$ cat config.mk
export PLATFORM = sky130hd
export DESIGN_NAME = frame_ctrl
export DESIGN_NICKNAME = d
export VERILOG_FILES = /design/src/rtl/frame_ctrl_pkg.sv /design/src/rtl/frame_phase_cnt.sv /design/src/rtl/frame_ctrl.sv
export SDC_FILE = /design/constraint.sdc
export NUM_CORES = 1
export LEC_CHECK = 0
export ABC_AREA = 1
export CORE_ASPECT_RATIO = 1.75
export CORE_MARGIN = 2
export CORE_UTILIZATION = 38
export CTS_BUF_LIST = sky130_fd_sc_hd__clkbuf_4
export CTS_CLUSTER_SIZE = 14
export DETAILED_ROUTE_END_ITERATION = 16
export PLACE_DENSITY = 0.66
export RECOVER_POWER = 100
export SETUP_SLACK_MARGIN = 0.4
export SLEW_MARGIN = 20
export SYNTH_ARGS = -nofsm -noshare
export SYNTH_HDL_FRONTEND = slang
export SYNTH_SLANG_ARGS = --single-unit
$ cat constraint.sdc
create_clock -name clk -period 1.85 [get_ports clk]
set_input_delay 0.185 -clock clk [delete_from_list [all_inputs] [get_ports clk]]
set_output_delay 0.185 -clock clk [all_outputs]
set_load 0.02 [all_outputs]
$ cat src/rtl/frame_ctrl_pkg.sv
// Shared definitions for the frame controller: FSM state encoding and
// default sizing constants used by frame_ctrl and frame_phase_cnt.
package frame_ctrl_pkg;

   // Default frame counter width: 2^21 cycles = 13.98 ms at 150 MHz.
   localparam int DEF_CNT_W    = 21;
   localparam int DEF_WID_W    = 8;
   localparam int DEF_FCNT_W   = 32;
   // Marker width of the legacy free-running marker.
   localparam int LEGACY_WIDTH = 100;

   typedef enum logic [1:0] {
      ST_IDLE  = 2'd0,
      ST_ARM   = 2'd1,
      ST_RUN   = 2'd2,
      ST_DRAIN = 2'd3
   } state_e;

endpackage

$ cat src/rtl/frame_phase_cnt.sv
// Loadable wrapping phase counter. Counts 0 .. period-1 and wraps to 0.
// A period of 0 means 2^CNT_W, which falls out of modular arithmetic:
// period - 1 is then all ones. tc_o flags the last phase of a frame.
module frame_phase_cnt
   import frame_ctrl_pkg::*;
#(
   parameter int CNT_W = DEF_CNT_W
) (
   input  logic             clk,
   input  logic             rst_n,
   input  logic             load_i,
   input  logic             en_i,
   input  logic [CNT_W-1:0] period_i,
   output logic [CNT_W-1:0] phase_o,
   output logic             tc_o
);

   localparam logic [CNT_W-1:0] ONE = CNT_W'(1);

   logic [CNT_W-1:0] phase_q, phase_d;

   assign tc_o    = (phase_q == (period_i - ONE));
   assign phase_o = phase_q;

   // Next phase: load to 0, otherwise advance and wrap on terminal count.
   always_comb begin
      // NOTE: every variable gets a default first so no path leaves it unassigned (no latch).
      phase_d = phase_q;
      if (load_i) begin
         phase_d = '0;
      end else if (en_i) begin
         phase_d = tc_o ? '0 : (phase_q + ONE);
      end
   end

   // Phase register with asynchronous reset to 0.
   always_ff @(posedge clk or negedge rst_n) begin
      // NOTE: sequential state uses non-blocking assignments so all flops update together.
      if (!rst_n) begin
         phase_q <= '0;
      end else begin
         phase_q <= phase_d;
      end
   end

endmodule

$ cat src/rtl/frame_ctrl.sv
// Frame controller: IDLE/ARM/RUN/DRAIN FSM producing a periodic frame
// marker (ms_out) of programmable period and width, with a frame counter,
// graceful stop at the frame boundary and a sticky configuration error.
// Build option: define FRAME_CTRL_SYNC_EN to make ARM wait for sync_i;
// otherwise sync_i is unused and ARM enters RUN on the following cycle.
module frame_ctrl
   import frame_ctrl_pkg::*;
#(
   parameter int CNT_W  = DEF_CNT_W,
   parameter int WID_W  = DEF_WID_W,
   parameter int FCNT_W = DEF_FCNT_W
) (
   input  logic              clk,
   input  logic              rst_n,
   input  logic              start_i,
   input  logic              stop_i,
   input  logic [CNT_W-1:0]  period_i,
   input  logic [WID_W-1:0]  width_i,
   input  logic              sync_i,
   output logic              ms_out,
   output logic              frame_start_o,
   output logic [FCNT_W-1:0] frame_cnt_o,
   output logic              busy_o,
   output logic              cfg_err_o
);

   // Comparison width wide enough for 2^CNT_W and any width value.
   localparam int CMP_W = ((WID_W > CNT_W) ? WID_W : CNT_W) + 1;

   state_e            state_q, state_d;
   logic              pend_q, pend_d;
   logic [CNT_W-1:0]  period_q, period_d;
   logic [WID_W-1:0]  width_q, width_d;
   logic              ms_q, ms_d;
   logic              fs_q, fs_d;
   logic [FCNT_W-1:0] fcnt_q, fcnt_d;
   logic              busy_q, busy_d;
   logic              cfg_err_q, cfg_err_d;

   logic              cnt_load, cnt_en, tc;
   logic [CNT_W-1:0]  phase;
   logic [CMP_W-1:0]  eff_period_in;
   logic              cfg_bad, arm_go;

`ifdef FRAME_CTRL_SYNC_EN
   assign arm_go = sync_i;
`else
   logic unused_sync;
   assign unused_sync = sync_i;
   assign arm_go      = 1'b1;
`endif

   // Validity of the configuration presented with start_i.
   assign eff_period_in = (period_i == '0) ? (CMP_W'(1) << CNT_W) : CMP_W'(period_i);
   assign cfg_bad       = (width_i == '0) || (CMP_W'(width_i) >= eff_period_in);
   assign cnt_en        = (state_q == ST_RUN);

   frame_phase_cnt #(.CNT_W(CNT_W)) u_phase (
      .clk      (clk),
      .rst_n    (rst_n),
      .load_i   (cnt_load),
      .en_i     (cnt_en),
      .period_i (period_q),
      .phase_o  (phase),
      .tc_o     (tc)
   );

   // Next-state, marker and counter logic.
   always_comb begin
      state_d   = state_q;
      pend_d    = pend_q;
      period_d  = period_q;
      width_d   = width_q;
      cfg_err_d = cfg_err_q;
      fcnt_d    = fcnt_q;
      cnt_load  = 1'b0;
      ms_d      = 1'b0;
      fs_d      = 1'b0;
      unique case (state_q)
         ST_IDLE: begin
            pend_d = 1'b0;
            // stop_i together with start_i cancels the request entirely.
            if (start_i && !stop_i) begin
               period_d  = period_i;
               width_d   = width_i;
               fcnt_d    = '0;
               cfg_err_d = cfg_bad;
               if (!cfg_bad) state_d = ST_ARM;
            end
         end
         ST_ARM: begin
            if (stop_i || pend_q) begin
               state_d = ST_IDLE;
               pend_d  = 1'b0;
            end else if (arm_go) begin
               state_d  = ST_RUN;
               cnt_load = 1'b1;
            end
         end
         ST_RUN: begin
            if (stop_i) pend_d = 1'b1;
            // Marker covers the width cycles after phase 0; width < period, so
            // it always ends before the wrap and a stop never truncates it.
            ms_d = (CMP_W'(phase) < CMP_W'(width_q));
            if (phase == '0) begin
               fs_d   = 1'b1;
               fcnt_d = fcnt_q + FCNT_W'(1);
            end
            if (tc && (pend_q || stop_i)) state_d = ST_DRAIN;
         end
         ST_DRAIN: begin
            state_d = ST_IDLE;
            pend_d  = 1'b0;
         end
         default: state_d = ST_IDLE;
      endcase
   end

   assign busy_d = (state_d != ST_IDLE);

   // State, configuration and registered outputs; reset clears everything.
   always_ff @(posedge clk or negedge rst_n) begin
      if (!rst_n) begin
         state_q   <= ST_IDLE;
         pend_q    <= 1'b0;
         period_q  <= '0;
         width_q   <= '0;
         ms_q      <= 1'b0;
         fs_q      <= 1'b0;
         fcnt_q    <= '0;
         busy_q    <= 1'b0;
         cfg_err_q <= 1'b0;
      end else begin
         state_q   <= state_d;
         pend_q    <= pend_d;
         period_q  <= period_d;
         width_q   <= width_d;
         ms_q      <= ms_d;
         fs_q      <= fs_d;
         fcnt_q    <= fcnt_d;
         busy_q    <= busy_d;
         cfg_err_q <= cfg_err_d;
      end
   end

   assign ms_out        = ms_q;
   assign frame_start_o = fs_q;
   assign frame_cnt_o   = fcnt_q;
   assign busy_o        = busy_q;
   assign cfg_err_o     = cfg_err_q;

endmodule

=== After elaboration in Yosys (flattened, before gate mapping) ===
Index checks and enable logic that the tools add are counted.

* Logic and storage cells: 59
* Register bits: 89
* Input port bits: 34
* Output and inout bits: 36

* Reduce and logical (&&, ||, !) cells: 16
* Equality and inequality tests: 8
* $lt $le $gt $ge: 2
* Add/subtract/negate cells: 3
* Mux-type cells: 20

{| class="wikitable"
|+ Operators by type and width
! operator !! number
|-
| $mux W32 || 2
|-
| $pmux W32 S2 || 1
|-
| $mux W21 || 3
|-
| $logic_not A21 Y1 || 2
|-
| $add A32 B1 Y32 const B || 1
|-
| $ge A8 B22 Y1 || 1
|-
| $mux W22 || 1
|-
| $add A21 B1 Y21 const B || 1
|-
| $eq A21 B21 Y1 || 1
|-
| $lt A21 B8 Y1 || 1
|-
| $sub A21 B1 Y21 const B || 1
|-
| $logic_not A8 Y1 || 1
|-
| $mux W2 || 4
|-
| $pmux W2 S4 || 1
|-
| $mux W1 || 7
|-
| $ne A2 B2 Y1 const B || 3
|-
| $reduce_bool A2 Y1 || 3
|-
| $eq A2 B2 Y1 const B || 2
|-
| $reduce_and A2 Y1 || 2
|-
| $pmux W1 S3 || 1
|-
| $reduce_and A3 Y1 || 1
|-
| $eq A2 B1 Y1 const B || 1
|-
| $logic_and A1 B1 Y1 || 2
|-
| $logic_not A2 Y1 || 1
|-
| 4 further kinds || 5
|}

=== Logic depth before layout (Yosys ltp) ===
Gate-level depths: netlist of the first run.

* Depth in word-level cells: 8
* Mapped depth: 15
* Mapped depth without buffers: 14

=== Hierarchy ===
A second synthesis of the first run with hierarchy kept.

* Cell total of the unflattened synthesis: 1,000
* Area total of the unflattened synthesis: 6,600.1 sq um

{| class="wikitable"
|+ By module, submodules not included
! module !! times used !! cells an instance !! seq. area each (sq um) !! area an instance (sq um)
|-
| frame_ctrl || 1 || 592 || 1,701.6 || 4,120.2
|-
| frame_phase_cnt || 1 || 408 || 525.5 || 2,479.9
|}

=== Worst setup path after synthesis of the first run ===
Ideal clock, no wire load.

* Path type: register to register
* From: reg period_q[0]
* To: reg u_phase.phase_q[14], in the netlist u_phase.phase_o[14]
* Stages on the path, launching flop included: 16
* Arrival: 1.755 ns
* Data required time: 1.733 ns
* Period minus slack after synthesis: 1.872 ns
* Library setup time: 0.117 ns
* Setup slack: -0.022 ns
* Cells stage by stage: dfrtp_1 inv_1 ha_1 nand2_2 nor2_4 buf_6 nand3_1 nand2_1 nand2_1 nor2_1 nand2_1 nor2_2 nand2_2 buf_6 nand3_1 nand2_1

* Longest elaborated chain between the ends: 5

{| class="wikitable"
|+ Ends and longest elaborated chain
! element !! line !! RTL
|-
| from (decl) || frame_ctrl.sv:32 || <nowiki>logic [CNT_W-1:0] period_q, period_d;</nowiki>
|-
| from (signal assigned) || frame_ctrl.sv:136 || <nowiki>period_q <= period_d;</nowiki>
|-
| $sub A21 B1 Y21 || frame_phase_cnt.sv:22 || <nowiki>assign tc_o = (phase_q == (period_i - ONE));</nowiki>
|-
| $eq A21 B21 Y1 || frame_phase_cnt.sv:22 ||
|-
| $mux W21 || frame_phase_cnt.sv:32 || <nowiki>phase_d = tc_o ? '0 : (phase_q + ONE);</nowiki>
|-
| $mux W21 || frame_phase_cnt.sv:31 || <nowiki>end else if (en_i) begin</nowiki>
|-
| $mux W21 || frame_phase_cnt.sv:29 || <nowiki>if (load_i) begin</nowiki>
|-
| to (signal assigned) || frame_phase_cnt.sv:42 || <nowiki>phase_q <= phase_d;</nowiki>
|-
| to (decl) || frame_phase_cnt.sv:20 || <nowiki>logic [CNT_W-1:0] phase_q, phase_d;</nowiki>
|}

Every way passes these cells. The select of a mux whose other input is x is not followed.
A chain may end at the register's enable or synchronous reset.

=== Worst setup path in the final report of the first run ===
* From: reg period_q[2]
* To: reg u_phase.phase_q[9], in the netlist u_phase.phase_o[9]

The elaborated chain is that of the path after synthesis.

==> results of run 1 <==
-- layer usage --
metal	routed length, µm	GRT usage [%]	vias to the layer above
met3	563	2.60	72
met1	7060	23.4	3130
met5	0	0	-
li1	-	-	3237
met4	1260	15.1	0
met2	11300	47.4	211
-- cells by family (layout without fill, tap and decap cells) --
| family | Yosys count | after routing | share of synthesized area (%) |
|---|---|---|---|
| XOR/XNOR | 39 | 39 | 5.61 |
| adder cells (fa/ha/maj) | 19 | 19 | 3.91 |
| multiplexers | 8 | 8 | 1.48 |
| other | 0 | 1 | 0 |
| buffers and inverters | 142 | 353 | 9.46 |
| AO/OA/AOI/OAI | 94 | 94 | 8.49 |
| flip-flops | 89 | 89 | 36.6 |
| AND/OR/NAND/NOR | 474 | 475 | 34.5 |
-- stage by stage --
step | TNS [ns] | area (µm²) | instances | utilization [%]
6_report | -3.20 | 8900 | 1267 | 56.3
3_5_place_dp | -2.46 | 7750 | 1196 | 49.0
3_3_place_gp | -1.54 | 7750 | 1196 | 49.0
5_1_grt | -8.21 | 8900 | 1267 | 56.3
4_1_cts | -1.59 | 8780 | 1261 | 55.6
2_1_floorplan | 0 | 6190 | 865 | -
-- critical path, cell delays in order (launching register included) --
cell and delay [ns]:
sky130_fd_sc_hd__dfrtp_1 0.43, sky130_fd_sc_hd__nor2_1 0.14, sky130_fd_sc_hd__nand2_2 0.10, sky130_fd_sc_hd__buf_12 0.14, sky130_fd_sc_hd__nor2_4 0.17, sky130_fd_sc_hd__nand4_1 0.13, sky130_fd_sc_hd__a21oi_2 0.19, sky130_fd_sc_hd__nand2_1 0.08
sky130_fd_sc_hd__nor2_2 0.14, sky130_fd_sc_hd__nand2_2 0.08, sky130_fd_sc_hd__buf_12 0.16, sky130_fd_sc_hd__nand2_1 0.06, sky130_fd_sc_hd__o21ai_1 0.06
-- cells in the mapped netlist, types with 6 or more instances --
master / count
sky130_fd_sc_hd__a21oi_1: 31
sky130_fd_sc_hd__buf_2: 6
sky130_fd_sc_hd__clkbuf_1: 9
sky130_fd_sc_hd__dfrtp_1: 89
sky130_fd_sc_hd__ha_1: 19
sky130_fd_sc_hd__inv_1: 116
sky130_fd_sc_hd__mux2_2: 8
sky130_fd_sc_hd__nand2_1: 230
sky130_fd_sc_hd__nand2_2: 6
sky130_fd_sc_hd__nand3_1: 58
sky130_fd_sc_hd__nand4_1: 36
sky130_fd_sc_hd__nor2_1: 92
sky130_fd_sc_hd__nor3_1: 24
sky130_fd_sc_hd__nor4_1: 10
sky130_fd_sc_hd__o21ai_0: 39
sky130_fd_sc_hd__o31ai_1: 12
sky130_fd_sc_hd__xnor2_1: 9
sky130_fd_sc_hd__xor2_1: 30
-- power groups by stage --
stage / clock [mW] / sequential, mW / combinational [mW]
detailed placement: 0 / 3.18 / 4.87
floorplan: 0 / 3.16 / 3.03
global placement: 0 / 3.18 / 4.76
finish: 1.39 / 3.12 / 6.71
global route: 1.48 / 3.19 / 7.35
CTS: 1.42 / 3.09 / 6.41
-- worst min-delay path by stage --
| stage | startpoint | end | slack [ns] | cells past startpoint |
|---|---|---|---|---|
| final | period_i[4] | period_q[4]$_DFFE_PN0P_ | 0.06 | 3 |
| after global routing | period_i[4] | period_q[4]$_DFFE_PN0P_ | 0.08 | 3 |
| after CTS | rst_n | frame_cnt_o[15]$_DFFE_PN0P_ | 0.12 | 2 |
| after detailed placement | rst_n | frame_cnt_o[15]$_DFFE_PN0P_ | 0.11 | 1 |
| after global placement | rst_n | frame_cnt_o[15]$_DFFE_PN0P_ | 0.11 | 1 |
| after floorplan | rst_n | busy_o$_DFF_PN0_ | -0.11 | 0 |
-- cells in the final DEF (no fill, tap or decap), drive strengths merged, types with 25 or more instances in the layout --
cell type / synthesis / routed
xor2: 30 / 30
buf: 14 / 148
a21oi: 32 / 32
nand3: 61 / 61
inv: 118 / 121
clkdlybuf4s50: 0 / 25
nand4: 36 / 36
dfrtp: 89 / 89
nand2: 236 / 236
nor2: 101 / 102
o21ai: 44 / 44
-- sequential cells by signal, indices dropped and copies added (netlist names) --
register / cells
u_phase.phase_o: 21
width_q: 8
frame_start_o: 1
pend_q: 1
state_q: 2
frame_cnt_o: 32
period_q: 21
busy_o: 1
ms_out: 1
cfg_err_o: 1
-- cell type report --
class | instances | share of cell area, %
repair inverters | 3 | 0.464
inverters | 118 | 5.15
repair buffers | 217 | 22.0
clock buffers | 11 | 0.928
clock inverters | 4 | 1.05
multi-input cells | 635 | 42.5
well taps | 189 | 2.66
diodes | 1 | 0.0281
flip-flops and latches | 89 | 25.2
-- timing repair --
item	CTS	global route
hold endpoints to repair	87	0
pin swaps	28	16
gates cloned	7	0
buffers inserted	42	5
hold buffers	1	0
endpoints found under the setup margin	95	77
resized for setup	194	56
==> reports/summary.json, run 1 <==
{
  "finalWorstPathRequiredPeriod": {"value": 2.00, "unit": "ns"},
  "core.rowCount": {"value": 61},
  "clk_path_buf_depth": {"value": 2},
  "min_path_type": {"value": "primary input to register"},
  "setup.reg_to_reg.worst_slack": {"value": -0.15, "unit": "ns"},
  "final_critical_path_setup_slack": {"value": -0.147, "unit": "ns"},
  "worst_slew_pin_slew": {"value": 1.31, "unit": "ns"},
  "finalCritPeriodShare": {"value": 108, "unit": "%"},
  "die_wd": {"value": 99.7, "unit": "µm"},
  "fin_clk_skew": {"value": 0.0216, "unit": "ns"},
  "sequential_cell_area": {"value": 0.00224, "unit": "mm²"},
  "port_buffers": {"value": 68},
  "globalplace.congestion": {"value": 0.920},
  "worst_setup_path_endpoint": {"value": "u_phase.phase_o[9]$_DFFE_PN0P_"},
  "path_max_fanout": {"value": 21},
  "synth_top_flop_cell": {"value": "sky130_fd_sc_hd__dfrtp_1"},
  "top_level_ports": {"value": 70},
  "synthesis.area": {"value": 0.00609, "unit": "mm²"},
  "ir_worst_vdd": {"value": 0.666, "unit": "mV"},
  "power.switching_fraction": {"value": 43.7, "unit": "%"},
  "cts_sinks": {"value": 89},
  "status": {"value": "finished, violations left"},
  "total_power_density_per_cell_area": {"value": 1260, "unit": "mW/mm²"},
  "die_height": {"value": 171, "unit": "µm"},
  "insertion_delay": {"value": 0.47, "unit": "ns"},
  "failed_checks": {"value": "setup timing"},
  "ys_async_sr_fraction": {"value": 100, "unit": "%"},
  "finalSetupViolCount": {"value": 30},
  "multi_input_gate_area_in_the_final_layout": {"value": 0.00378, "unit": "mm²"},
  "syn-instance-count": {"value": 865},
  "synth_nets": {"value": 918},
  "synth_top_area_share": {"value": 36.6, "unit": "%"},
  "filler_cell_count": {"value": 1489},
  "grt_usage": {"value": 24.2, "unit": "%"},
  "detail_route.iter0.violations": {"value": 310},
  "grt_first_pass_wirelength": {"value": 32.2, "unit": "mm"},
  "p_total": {"value": 11.2, "unit": "mW"},
  "synth.largest_area_cell": {"value": "sky130_fd_sc_hd__dfrtp_1"},
  "number_of_clock_buffers_inserted_by_tritoncts": {"value": 9},
  "clock_network_fraction_of_total_power": {"value": 12.4, "unit": "%"},
  "yosys_warnings": {"value": 0},
  "final_nets": {"value": 1126},
  "reg2reg_depth": {"value": 12},
  "fin_hold_ws": {"value": 0.0575, "unit": "ns"},
  "max_h_tree_level": {"value": 3},
  "drc": {"value": 0},
  "grt_antenna_before_repair": {"value": 1},
  "crit_path_start": {"value": "period_q[2]$_DFFE_PN0P_"},
  "timing_hold_violations_final": {"value": 0},
  "critical_path.reg2reg.startpoint": {"value": "period_q[2]$_DFFE_PN0P_"},
  "total_leakage_power": {"value": 4.19, "unit": "nW"},
  "register_share_of_total_power": {"value": 27.8, "unit": "%"},
  "worst_setup_hold_path_clk_slew": {"value": 0.14, "unit": "ns"},
  "netlist_top_cells_area": {"value": "sky130_fd_sc_hd__dfrtp_1 (37%), sky130_fd_sc_hd__nand2_1 (14%), sky130_fd_sc_hd__inv_1 (7.2%)"},
  "preCtsSetupSlack": {"value": -0.119, "unit": "ns"},
  "crit_type": {"value": "register to register"},
  "worstReg2RegEnd": {"value": "u_phase.phase_o[9]$_DFFE_PN0P_"},
  "critPathLaunchType": {"value": "register"},
  "max_slew_margin": {"value": 12.7, "unit": "%"},
  "total_number_of_vias": {"value": 6650},
  "grt_start_max_net_pins": {"value": 47},
  "route.final.wire_length": {"value": 20.2, "unit": "mm"},
  "detail_route.vias_per_cell": {"value": 5.25},
  "worstPathArrival": {"value": 2.35, "unit": "ns"},
  "grt_overflow": {"value": 0},
  "critical_path_required": {"value": 2.20, "unit": "ns"},
  "power.switching": {"value": 4.91, "unit": "mW"},
  "internal_power": {"value": 6.32, "unit": "mW"},
  "clock-root-buffer": {"value": "sky130_fd_sc_hd__clkbuf_4"},
  "timing.fmax": {"value": 501, "unit": "MHz"},
  "tritoncts_clock_tree": {"value": "done"},
  "max_cap_viol_count": {"value": 0},
  "placeableCoreArea": {"value": 0.0158, "unit": "mm²"},
  "detail_route.first_pass.iterations": {"value": 7},
  "postSynthRegisterBits": {"value": 89},
  "syn2layout_area_growth": {"value": 46.2, "unit": "%"},
  "wl_per_cell": {"value": 16.0, "unit": "µm"},
  "yosys.cell_types.count": {"value": 37},
  "unrepaired_setup_endpoints_after_global_routing": {"value": "true"},
  "antenna_viol_nets_final": {"value": 0},
  "timing.critical_path.to_type": {"value": "register"},
  "hpwl": {"value": 14.3, "unit": "mm"},
  "combPwrFrac": {"value": 59.8, "unit": "%"},
  "first_global_vias": {"value": 6651},
  "synth.avg_cell_area": {"value": 7.04, "unit": "µm²"},
  "report.final.slew_viol_count": {"value": 0},
  "die_area": {"value": 0.0171, "unit": "mm²"},
  "initial_core_util": {"value": 38.5, "unit": "%"},
  "final_layout_size_suffix_gt1_share": {"value": 29.3, "unit": "%"},
  "seq_area_frac_synth": {"value": 36.6, "unit": "%"},
  "synth_edf_count": {"value": 0}
}
No activity file was read; power rests on OpenSTA's default activity.
==> run 2, diff against run 1 <==
Settings changed: CAP_MARGIN from default to 20.
==> results of run 2 <==
Same layout as run 1: the final DEF is identical, and so are final timing and power.
